<file path="config.mk">
export PLATFORM = sky130hd
export DESIGN_NAME = ripple_count_capture
export DESIGN_NICKNAME = d
export VERILOG_FILES = /design/src/rtl/rcc_pkg.sv /design/src/rtl/sync_bus.sv /design/src/rtl/ripple_count_capture.sv
export SDC_FILE = /design/constraint.sdc
export NUM_CORES = 1
export LEC_CHECK = 0
export ABC_AREA = 1
export CAP_MARGIN = 20
export CELL_PAD_IN_SITES_DETAIL_PLACEMENT = 1
export CELL_PAD_IN_SITES_GLOBAL_PLACEMENT = 1
export CORE_AREA = 2 2 83 85
export DETAILED_ROUTE_END_ITERATION = 7
export DIE_AREA = 0 0 85 87
export GPL_ROUTABILITY_DRIVEN = 0
export PLACE_DENSITY = 0.91
export SETUP_SLACK_MARGIN = 0.2
export SLEW_MARGIN = 10
export SYNTH_ARGS = -nofsm -noshare
export SYNTH_HDL_FRONTEND = slang
export SYNTH_HIERARCHICAL = 1
export SYNTH_SLANG_ARGS = --single-unit
</file>
<file path="constraint.sdc">
create_clock -name clk -period 7.41 [get_ports clk]
set_clock_uncertainty 0.1 [all_clocks]
set_input_delay 2.223 -clock clk [delete_from_list [all_inputs] [get_ports clk]]
set_output_delay 2.223 -clock clk [all_outputs]
set_load 0.03 [all_outputs]
</file>
<file path="src/rtl/rcc_pkg.sv">
// Shared types and default widths for the ripple-count capture stage.
package rcc_pkg;

  // Snapshot handshake states.
  typedef enum logic [1:0] {
    SNAP_IDLE = 2'd0,
    SNAP_WAIT = 2'd1,
    SNAP_HOLD = 2'd2
  } snap_state_e;

  localparam int RCC_IN_W        = 4;
  localparam int RCC_EXT_W       = 16;
  localparam int RCC_SYNC_STAGES = 2;
  localparam int RCC_STALL_MAX   = 8;

endpackage

</file>
<file path="src/rtl/sync_bus.sv">
// Width x depth flop synchronizer with asynchronous active-high reset.
// Bits are synchronized independently; the consumer must tolerate
// incoherent multi-bit samples (the capture stage filters them by
// requiring two identical consecutive samples).
module sync_bus #(
  parameter int W     = 4,
  parameter int DEPTH = 2
) (
  input  logic         clk,
  input  logic         rst,
  input  logic [W-1:0] d_i,
  output logic [W-1:0] q_o
);

  logic [W-1:0] chain_q [DEPTH];

  // Shift the asynchronous input through DEPTH flops.
  always_ff @(posedge clk or posedge rst) begin
    if (rst) begin
      for (int i = 0; i < DEPTH; i++) chain_q[i] <= '0;
    end else begin
      chain_q[0] <= d_i;
      for (int i = 1; i < DEPTH; i++) chain_q[i] <= chain_q[i-1];
    end
  end

  assign q_o = chain_q[DEPTH-1];

endmodule

</file>
<file path="src/rtl/ripple_count_capture.sv">
// Capture stage downstream of an asynchronous ripple counter.
// Synchronizes the glitch-prone count, accepts only settled samples
// (two identical consecutive synchronized values), accumulates the
// modulo-2^IN_W deltas into an EXT_W extended count and offers a
// valid/ready snapshot port.
// Optional feature macro: RCC_STALL_DET_EN enables the stall detector
// driving err; when undefined err is tied low.
// SYNC_STAGES must be at least 2.
module ripple_count_capture
  import rcc_pkg::*;
#(
  parameter int IN_W        = RCC_IN_W,
  parameter int EXT_W       = RCC_EXT_W,
  parameter int SYNC_STAGES = RCC_SYNC_STAGES,
  parameter int STALL_MAX   = RCC_STALL_MAX
) (
  input  logic             clk,
  input  logic             rst,
  input  logic [IN_W-1:0]  cnt_in,
  input  logic             clr,
  input  logic             snap_req,
  input  logic             snap_ready,
  output logic             snap_valid,
  output logic [EXT_W-1:0] snap_count,
  output logic [EXT_W-1:0] ext_count,
  output logic             ext_wrap,
  output logic             err
);

  logic [IN_W-1:0]  s;
  logic [IN_W-1:0]  prev_q;
  logic [IN_W-1:0]  last_q;
  logic [EXT_W-1:0] ext_q;
  logic [EXT_W-1:0] ext_d;
  logic [EXT_W-1:0] snap_q;
  logic             wrap_q;
  logic             valid_q;
  snap_state_e      state_q;

  logic             settled;
  logic [IN_W-1:0]  delta;
  logic [EXT_W:0]   sum;

  sync_bus #(
    .W     (IN_W),
    .DEPTH (SYNC_STAGES)
  ) u_sync (
    .clk (clk),
    .rst (rst),
    .d_i (cnt_in),
    .q_o (s)
  );

  // A sample is trusted only when it matches the previous one, so a
  // ripple transient caught mid-flight never reaches the accumulator.
  assign settled = (s == prev_q);
  assign delta   = s - last_q;
  assign sum     = {1'b0, ext_q} + {{(EXT_W + 1 - IN_W){1'b0}}, delta};
  assign ext_d   = sum[EXT_W-1:0];

  // Delay the synchronized value one cycle for the settled compare.
  always_ff @(posedge clk or posedge rst) begin
    if (rst) prev_q <= '0;
    else     prev_q <= s;
  end

  // Accumulate settled deltas; clr restarts counting from the current sample.
  always_ff @(posedge clk or posedge rst) begin
    if (rst) begin
      ext_q  <= '0;
      last_q <= '0;
      wrap_q <= 1'b0;
    end else if (clr) begin
      ext_q  <= '0;
      last_q <= s;
      wrap_q <= 1'b0;
    end else begin
      wrap_q <= settled & sum[EXT_W];
      if (settled) begin
        ext_q  <= ext_d;
        last_q <= s;
      end
    end
  end

  // Snapshot FSM: capture the post-update count on the first settled
  // cycle after a request and hold it until the consumer accepts.
  always_ff @(posedge clk or posedge rst) begin
    if (rst) begin
      state_q <= SNAP_IDLE;
      valid_q <= 1'b0;
      snap_q  <= '0;
    end else if (clr) begin
      state_q <= SNAP_IDLE;
      valid_q <= 1'b0;
    end else begin
      case (state_q)
        SNAP_IDLE: begin
          if (snap_req) state_q <= SNAP_WAIT;
        end
        SNAP_WAIT: begin
          if (settled) begin
            snap_q  <= ext_d;
            valid_q <= 1'b1;
            state_q <= SNAP_HOLD;
          end
        end
        SNAP_HOLD: begin
          if (snap_ready) begin
            valid_q <= 1'b0;
            state_q <= SNAP_IDLE;
          end
        end
        default: begin
          valid_q <= 1'b0;
          state_q <= SNAP_IDLE;
        end
      endcase
    end
  end

`ifdef RCC_STALL_DET_EN
  localparam int STALL_W = $clog2(STALL_MAX + 1);

  logic [STALL_W-1:0] stall_q;
  logic [STALL_W-1:0] stall_d;
  logic               err_q;

  // Saturating count of consecutive unsettled cycles.
  always_comb begin
    stall_d = stall_q;
    if (settled)
      stall_d = '0;
    else if (stall_q != STALL_W'(STALL_MAX))
      stall_d = stall_q + 1'b1;
  end

  // Sticky error once the input has been unsettled for STALL_MAX cycles.
  always_ff @(posedge clk or posedge rst) begin
    if (rst) begin
      stall_q <= '0;
      err_q   <= 1'b0;
    end else if (clr) begin
      stall_q <= '0;
      err_q   <= 1'b0;
    end else begin
      stall_q <= stall_d;
      if (stall_d == STALL_W'(STALL_MAX)) err_q <= 1'b1;
    end
  end

  assign err = err_q;
`else
  logic unused_stall_max;
  assign unused_stall_max = (STALL_MAX > 0);
  assign err = 1'b0;
`endif

  assign ext_count  = ext_q;
  assign ext_wrap   = wrap_q;
  assign snap_valid = valid_q;
  assign snap_count = snap_q;

endmodule

</file>
==> flow_metrics.py, run 1 <==
metrics = {
    "outcome": {
        "status": "completed",
    },
    "power": {
        "ir_worst_vdd_v": 0.000136,
        "leakagePower_uw": 0.00165,
        "power_density_nw_per_um2": 212,
        "power_uw": 688,
    },
    "route": {
        "num_vias": 2169,
        "drt-pass1-iter-count": 4,
        "dr.max_layer_used": "met4",
        "met3WireLength_um": 214,
        "viasPerCell": 4.91,
        "drc": 0,
        "post_drt_wl_per_cell_um": 15.4,
        "wl_met1_um": 2970,
        "totalWireLength_um": 6800,
        "drt_iter0_markers": 94,
        "drtAntennaViolNets": 0,
        "wl_met2_um": 3490,
    },
    "sta": {
        "final-setup-viol-count": 0,
        "max_slew_margin_pct": 61.9,
        "finalCritPeriodShare_pct": 53.5,
        "slew_violations": 0,
        "fmax_mhz": 252,
        "setup_ws_ns": 3.45,
        "finalHoldViolCount": 0,
        "finalSetupTns_ns": 0,
        "worstMarginPinSlew_ns": 0.572,
        "rsz0062_at_grt": "false",
        "layout_min_cycle_time_ns": 3.96,
    },
    "final_layout": {
        "finalNonFillerCells": 442,
        "antenna_cells": 0,
        "syn_to_final_growth_pct": 22.7,
        "fin_util_pct": 49.5,
        "mostFrequentLayoutCell": "nand2_1",
        "num-nets-final": 379,
        "drive_above_1_share_pct": 6.63,
        "final_cell_mix": "nand2_1 (127), dfrtp_1 (52), clkdlybuf4s50_1 (42), inv_1 (33), nand3_1 (27)",
    },
    "synth": {
        "synthTopCellsByArea": "dfrtp_1 (49%), nand2_1 (18%), nand3_1 (5.1%), inv_1 (4.8%), ha_1 (3.3%)",
        "netlist_area_um2": 2650,
        "synth_top_area_share_pct": 49.1,
        "avgSynthCellArea_um2": 8.26,
        "ys_warn_count": 6,
        "syn_nets": 339,
        "yosysUniqueCellTypes": 32,
        "yosysTopAreaCell": "dfrtp_1",
        "netlist_instances": 321,
        "seq_area_frac_synth_pct": 49.1,
        "synth.ff_latch_count": 52,
    },
    "floorplanning": {
        "die-area_um2": 7400,
        "die_w_um": 85,
        "die_h_um": 87,
        "start_util_pct": 40.3,
        "row_count": 30,
        "core_area_um2": 6570,
        "io_pins": 44,
    },
    "clock_network": {
        "cts_resized": 0,
        "clock-root-buffer": "clkbuf_8",
        "cts_hold_buf": 0,
        "clk_path_buf_depth": 2,
        "clkSlewWorstSetupHoldPaths_ns": 0.09,
        "cts_tree": "done",
        "cts_buffers": 5,
        "clock_latency_ns": 0.31,
        "clock_sinks": 52,
        "ctsHtreeMaxLevel": 2,
        "cts_setup_buffers": 0,
    },
    "global_route": {
        "overflow": 0,
        "grt_first_pass_wirelength_um": 11500,
        "antenna_found_initial": 0,
        "grt_pass1_vias": 2450,
        "track_usage_pct": 20.0,
        "grt_max_degree": 45,
    },
    "worst_setup_path": {
        "worst_path_max_delay_cell": "clkdlybuf4s50_1",
        "startpoint_type": "primary input",
        "crit_family": "buffers and inverters",
        "path_buf_inv": 2,
        "cp_cell_sequence": "clkdlybuf4s50_1, nor2_1, nand3_2, inv_2, nand3_1, nand2_1",
        "required_ns": 7.56,
        "crit_arrival_ns": 4.11,
        "cp-end-kind": "register",
        "cp_slowest_stage_delay_ns": 0.55,
        "worstSetupPathType": "in -> reg",
        "crit_path_max_fanout": 22,
    },
    "worst_hold_path": {
        "hold_path_class": "reg -> reg",
    },
    "placed_design": {
        "dp_hpwl_um": 4870,
        "io_buffers": 42,
        "dp_slack_ns": 3.17,
        "dp.cells": 434,
    },
    "flow_run": {
        "drv_cap": 0,
    },
}
per-layer routing:
layer  GRT usage [%]  vias to the layer above
li1                -                     1061
met1            24.2                     1051
met2            35.9                       45
met3            3.70                       12
met4            6.49                        0
met5               0                        -
cells in the mapped netlist (all sizes together):
cell / instances
dfrtp: 52
xnor2: 1
fa: 2
o31ai: 1
conb: 1
ha: 7
nor3: 1
nor2: 20
nand2: 130
nand3: 28
xor2: 8
buf: 10
or2: 1
nand4: 1
nand3b: 4
o21ai: 15
inv: 38
a21oi: 1
path summary, 6_finish.rpt:
kind	startpoint	slack, ns	cells after the start	endpoint
max	clr	3.45	6	snap_count[7]$_DFFE_PP0P_
min	u_sync/chain_q[4]$_DFF_PP0_	0.26	0	u_sync/q_o[0]$_DFF_PP0_
max reg2reg	u_sync/q_o[0]$_DFF_PP0_	4.68	13	snap_count[13]$_DFFE_PP0P_
min reg2reg	u_sync/chain_q[4]$_DFF_PP0_	0.26	0	u_sync/q_o[0]$_DFF_PP0_
max in group asynchronous	rst	4.53	3	snap_count[9]$_DFFE_PP0P_
min in group asynchronous	rst	2.08	2	u_sync/chain_q[5]$_DFF_PP0_
logic make-up after synthesis:
group / Yosys count / synth area share, %
other: 1 / 0.142
adders and majority gates: 9 / 4.82
buffers and inverters: 48 / 8.69
and+or+nand+nor: 185 / 30.7
AOI/OAI and AO/OA: 17 / 3.59
DFF: 52 / 49.1
xor gates and xnor gates: 9 / 2.97
sequential cells by signal (all words and copies together), names as in the netlist:
register and count:
u_sync/chain_q 4, state_q 2, ext_count 16, prev_q 4, snap_count 16, snap_valid 1, ext_wrap 1, u_sync/q_o 4
last_q 4
stage by stage:
stage	cell area, um2	hold WS [ns]
2_1_floorplan	2650	0.231
3_3_place_gp	3090	0.235
3_5_place_dp	3090	0.236
4_1_cts	3250	0.262
5_1_grt	3250	0.281
6_report	3250	0.259
power breakdown:
part | internal [uW] | switching (uW) | total (uW)
clock | 169 | 94.3 | 263
combinational | 43.8 | 72.4 | 116
sequential | 299 | 10.3 | 309
total | 511 | 177 | 688
layout make-up:
class	count	area (um2)
Multi-Input combinational cell	221	1120
Inverter	38	145
Fill cell	774	3320
Clock inverter	3	90.1
Timing Repair Buffer	43	428
Clock buffer	5	68.8
Sequential cell	52	1300
Tap cell	80	100
Note: power is estimated with default switching activity, not from simulation.
==> run 2: changes to the inputs <==
Settings changed: CORE_AREA 2 2 83 85 to 2 2 86 88, DIE_AREA 0 0 85 87 to 0 0 88 90, PLACE_DENSITY 0.91 to 0.86.
Clock period 7.41 ns to 3.82 ns, I/O delays scaled along.
==> run 2 against run 1 <==
Wire length is 8.0% lower. Die area is 7.1% higher. Total power is 67% higher. Count of clock-buffer cells in the layout is 1 higher. Non-clock buffer count is 1 higher. Utilization is 3.7 points lower. First-iteration DRC count is 44% lower. Clock power is 25% higher. Worst hold slack worse by 0.00092 ns.
==> flow_metrics.py, run 2 (synthesis results as in run 1) <==
metrics = {
    "clock_network": {
        "clkSlewWorstSetupHoldPaths_ns": 0.09,
        "cts_hold_buf": 0,
        "ctsHtreeMaxLevel": 2,
        "cts_resized": 0,
        "clock_latency_ns": 0.31,
        "cts_setup_buffers": 0,
        "clock_sinks": 52,
        "cts_tree": "done",
        "clk_path_buf_depth": 2,
        "clock-root-buffer": "clkbuf_8",
        "cts_buffers": 5,
    },
    "worst_setup_path": {
        "regToRegStartpoint": "u_sync/q_o[0]$_DFF_PP0_",
        "cp.depth": 1,
        "crit_family": "buffers and inverters",
        "startpoint_type": "register",
        "reg2reg_depth": 13,
        "reg2reg_slack_ns": 1.09,
        "cp_slowest_stage_delay_ns": 0.71,
        "required_ns": 2.57,
        "rr_endpoint": "snap_count[12]$_DFFE_PP0P_",
        "crit_path_max_fanout": 7,
        "worstSetupPathType": "reg -> out",
        "worst_path_max_delay_cell": "clkdlybuf4s50_1",
        "cp-end-kind": "output port",
        "crit_arrival_ns": 1.49,
        "path_buf_inv": 1,
        "cp_cell_sequence": "clkdlybuf4s50_1",
    },
    "floorplanning": {
        "io_pins": 44,
        "core_area_um2": 7020,
        "die_h_um": 90,
        "die-area_um2": 7920,
        "die_w_um": 88,
        "start_util_pct": 37.7,
        "row_count": 31,
    },
    "sta": {
        "finalSetupTns_ns": 0,
        "max_slew_margin_pct": 61.9,
        "final-setup-viol-count": 0,
        "fmax_mhz": 366,
        "worstMarginPinSlew_ns": 0.572,
        "finalCritPeriodShare_pct": 71.5,
        "rsz0062_at_grt": "false",
        "finalHoldViolCount": 0,
        "slew_violations": 0,
        "layout_min_cycle_time_ns": 2.73,
    },
    "route": {
        "post_drt_wl_per_cell_um": 13.5,
        "drt-pass1-iter-count": 4,
        "num_vias": 2138,
        "totalWireLength_um": 6260,
        "viasPerCell": 4.63,
        "drc": 0,
        "drt_iter0_markers": 53,
        "drtAntennaViolNets": 0,
    },
    "final_layout": {
        "num-nets-final": 380,
        "drive_above_1_share_pct": 6.89,
        "multi_input_area_um2": 1120,
        "nFillCells": 860,
        "final_cell_mix": "nand2_1 (127), dfrtp_1 (52), clkdlybuf4s50_1 (42), inv_1 (33), nand3_1 (27)",
        "mostFrequentLayoutCell": "nand2_1",
        "syn_to_final_growth_pct": 21.4,
        "antenna_cells": 0,
        "register_area_um2": 1300,
        "finalNonFillerCells": 462,
        "fin_util_pct": 45.8,
    },
    "worst_hold_path": {
        "hold_path_end": "u_sync/q_o[2]$_DFF_PP0_",
        "min_path_cells": 0,
        "hold_path_class": "reg -> reg",
        "hp-start": "u_sync/chain_q[6]$_DFF_PP0_",
    },
    "global_route": {
        "grt_max_degree": 45,
        "track_usage_pct": 17.6,
        "grt_pass1_vias": 2409,
        "overflow": 0,
        "grt_first_pass_wirelength_um": 11100,
        "antenna_found_initial": 0,
    },
    "power": {
        "ir_worst_vdd_v": 0.000197,
        "power_density_nw_per_um2": 358,
        "leakagePower_uw": 0.00163,
    },
    "placed_design": {
        "dp_hpwl_um": 4620,
        "io_buffers": 42,
        "dp.cells": 454,
    },
    "outcome": {
        "status": "completed",
    },
    "flow_run": {
        "drv_cap": 0,
    },
}
run 2: cell count changes in the layout (fill, tap and decap cells not counted):
cell	before	now
buf_4	1	2
bufinv_16	3	0
clkbuf_8	5	6
clkinv_2	0	2
run 2: worst max path at each step:
stage,start,end,slack (ns)
after floorplan,u_sync/q_o[0]$_DFF_PP0_,ext_count[13]$_DFFE_PP0P_,1.40
after global placement,clr,snap_count[7]$_DFFE_PP0P_,1.23
after detailed placement,clr,snap_count[15]$_DFFE_PP0P_,1.11
after CTS,ext_count[4]$_DFFE_PP0P_,ext_count[4],1.08
after global routing,u_sync/q_o[0]$_DFF_PP0_,snap_count[10]$_DFFE_PP0P_,0.89
final,ext_count[4]$_DFFE_PP0P_,ext_count[4],1.09
run 2: layout make-up:
class | instances | area share (%)
multi-input combinational | 221 | 34.8
clock buffer | 6 | 2.57
timing repair buffer | 44 | 13.5
tap | 99 | 3.85
inverter | 38 | 4.51
sequential | 52 | 40.5
clock inverter | 2 | 0.311
run 2: stage by stage:
stage | setup WS (ns) | cell area [um2] | hold slack [ns] | power [uW]
floorplan | 1.40 | 2650 | 0.231 | 758
finish | 1.09 | 3220 | 0.258 | 1150
CTS | 1.08 | 3220 | 0.257 | 1160
global placement | 1.23 | 3120 | 0.234 | 824
global route | 0.893 | 3220 | 0.264 | 1210
detailed placement | 1.11 | 3120 | 0.239 | 834
run 2: where the power goes:
part / total (uW) / leakage, uW / switching [uW] / internal [uW]
Clock: 328 / 0.0000510 / 183 / 145
Combinational: 225 / 0.000894 / 140 / 85.2
Sequential: 599 / 0.000687 / 19.2 / 580
run 2: per-layer routing:
| metal | global-route usage, % | up-vias | wire length, um | part of all wire (%) |
|---|---|---|---|---|
| li1 | - | 1065 | - | - |
| met3 | 2.57 | 9 | 136 | 2.2 |
| met2 | 29.3 | 35 | 3070 | 49 |
| met5 | 0 | - | 0 | 0 |
| met1 | 23.7 | 1029 | 2960 | 47 |
| met4 | 5.00 | 0 | 95 | 1.5 |
==> run 3: changes to the inputs <==
Settings changed: CORE_AREA 2 2 86 88 to 2 2 91 93, DIE_AREA 0 0 88 90 to 0 0 93 95, PLACE_DENSITY 0.86 to 0.82.
Clock period 3.82 ns to 2.2 ns, I/O delays scaled along.
==> run 3 against run 2 <==
The run now ends with negative setup slack left. Count of clock-buffer cells in the layout is 1 lower. Critical path depth is 12 higher. Sequential share of layout area is 5.3 points lower. Total power is 91% higher. Utilization is 0.91 points higher. Non-clock buffer count is 29 higher. Worst setup slack worse by 1.5 ns. Largest cell class is now multi-input gates. Largest power group unchanged. Highest routed layer unchanged.
==> flow_metrics.py, run 3 (synthesis results as in run 1) <==
metrics = {
    "route": {
        "num_vias": 2370,
        "drt-pass1-iter-count": 4,
        "viasPerCell": 4.77,
        "post_drt_wl_per_cell_um": 16.2,
        "drt_iter0_markers": 96,
        "drc": 0,
        "totalWireLength_um": 8070,
        "drtAntennaViolNets": 0,
    },
    "clock_network": {
        "clk_path_buf_depth": 2,
        "cts_tree": "done",
        "clkSlewWorstSetupHoldPaths_ns": 0.11,
        "clock-root-buffer": "clkbuf_8",
        "clock_latency_ns": 0.33,
        "cts_buffers": 5,
        "clock_sinks": 52,
        "ctsHtreeMaxLevel": 2,
        "cts_hold_buf": 0,
    },
    "sta": {
        "layout_min_cycle_time_ns": 2.58,
        "hold_ws_ns": 0.260,
        "finalHoldViolCount": 0,
        "fmax_mhz": 388,
        "setup_ws_ns": -0.375,
        "rsz0062_at_grt": "true",
        "finalCritPeriodShare_pct": 117,
        "slew_violations": 0,
        "finalSetupTns_ns": -8.54,
        "final-setup-viol-count": 29,
    },
    "global_route": {
        "grt_first_pass_wirelength_um": 13000,
        "track_usage_pct": 18.9,
        "grt_max_degree": 45,
        "grt_pass1_vias": 2621,
        "antenna_found_initial": 0,
        "overflow": 0,
    },
    "floorplanning": {
        "start_util_pct": 33.4,
        "die_h_um": 95,
        "core_area_um2": 7930,
        "die_w_um": 93,
        "row_count": 33,
        "io_pins": 44,
        "die-area_um2": 8840,
    },
    "final_layout": {
        "syn_to_final_growth_pct": 39.8,
        "multi_input_area_um2": 1410,
        "nFillCells": 950,
        "mostFrequentLayoutCell": "nand2_1",
        "register_area_um2": 1300,
        "fin_util_pct": 46.7,
        "finalNonFillerCells": 497,
        "final_cell_mix": "nand2_1 (110), dfrtp_1 (51), inv_1 (31), buf_4 (27), dlygate4sd2_1 (26)",
        "num-nets-final": 409,
        "drive_above_1_share_pct": 28.1,
        "antenna_cells": 0,
    },
    "worst_setup_path": {
        "required_ns": 2.32,
        "crit_path_max_fanout": 4,
        "startpoint_type": "register",
        "crit_arrival_ns": 2.69,
        "worstSetupPathType": "reg -> reg",
        "cp-end-kind": "register",
        "reg2reg_depth": 13,
    },
    "placed_design": {
        "io_buffers": 42,
        "dp.cells": 475,
        "dp_hpwl_um": 5050,
        "dp_slack_ns": -0.299,
    },
    "worst_hold_path": {
        "min_path_cells": 0,
        "hold_path_class": "reg -> reg",
    },
    "power": {
        "ir_worst_vdd_v": 0.000388,
        "leakagePower_uw": 0.00199,
        "power_density_nw_per_um2": 595,
    },
    "flow_run": {
        "drv_cap": 0,
    },
    "outcome": {
        "status": "finished, violations left",
        "failed_checks": "negative setup slack",
    },
}
run 3: cell count changes in the layout (fill, tap and decap cells not counted), sizes merged:
cell	delta
inv	+2
dlygate4sd2	+26
clkbuf	+4
clkdlybuf4s50	-34
buf	+29
clkinv	-1
clkdlybuf4s15	+3
run 3: worst max-delay path, stage by stage (launching register included):
cell and delay, ns:
dfrtp_1 0.45, inv_4 0.10, ha_4 0.13, inv_2 0.04
fa_2 0.33, xor2_1 0.15, ha_1 0.34, buf_6 0.15
nand3_4 0.06, nand3_4 0.13, buf_4 0.19, xor2_4 0.15
nand2_1 0.07, nand2_1 0.05
run 3: power breakdown:
part | total [uW] | leakage, uW | switching, uW | internal [uW]
combinational | 574 | 0.00125 | 332 | 243
clock | 588 | 0.0000491 | 353 | 235
sequential | 1040 | 0.000686 | 34.7 | 1010
run 3: worst paths after layout:
| check | start | endpoint | slack [ns] |
|---|---|---|---|
| worst max-delay path | u_sync/q_o[0]$_DFF_PP0_ | ext_count[3]$_DFFE_PP0P_ | -0.38 |
| max in group asynchronous | rst | ext_count[9]$_DFFE_PP0P_ | 1.17 |
| worst min-delay path | u_sync/chain_q[7]$_DFF_PP0_ | u_sync/q_o[3]$_DFF_PP0_ | 0.26 |
| worst max register to register | u_sync/q_o[0]$_DFF_PP0_ | ext_count[3]$_DFFE_PP0P_ | -0.38 |
| min in group asynchronous | rst | u_sync/chain_q[4]$_DFF_PP0_ | 0.51 |
| worst min register to register | u_sync/chain_q[7]$_DFF_PP0_ | u_sync/q_o[3]$_DFF_PP0_ | 0.26 |
run 3: routing by layer:
metal | share of wire [%] | vias to the layer above | routed length (um) | track usage [%]
met5 | 0 | - | 0 | 0
met3 | 2.2 | 12 | 177 | 3.35
met4 | 2.0 | 0 | 159 | 7.11
li1 | - | 1119 | - | -
met1 | 42 | 1200 | 3420 | 22.5
met2 | 53 | 39 | 4310 | 34.2
run 3: area by class of cell:
cell class	count	share of cell area, %
Multi-Input combinational cell	221	38.0
Sequential cell	52	35.2
Timing Repair Buffer	73	16.7
Inverter	38	3.99
Tap cell	105	3.55
Clock buffer	5	1.86
Clock inverter	3	0.709
run 3: through the flow:
| step | cell area, um2 | power (uW) |
|---|---|---|
| floorplan | 2700 | 1330 |
| global route | 3700 | 2310 |
| detailed placement | 3300 | 1500 |
| finish | 3700 | 2200 |
| global placement | 3300 | 1480 |
| CTS | 3580 | 2160 |
run 3: repair_timing:
| item | in CTS | in global routing |
|---|---|---|
| hold endpoints to repair | 0 | 0 |
| pin swaps | 19 | 13 |
| setup endpoints to repair | 65 | 38 |
| buffers inserted | 11 | 3 |
| gates resized for setup | 72 | 36 |
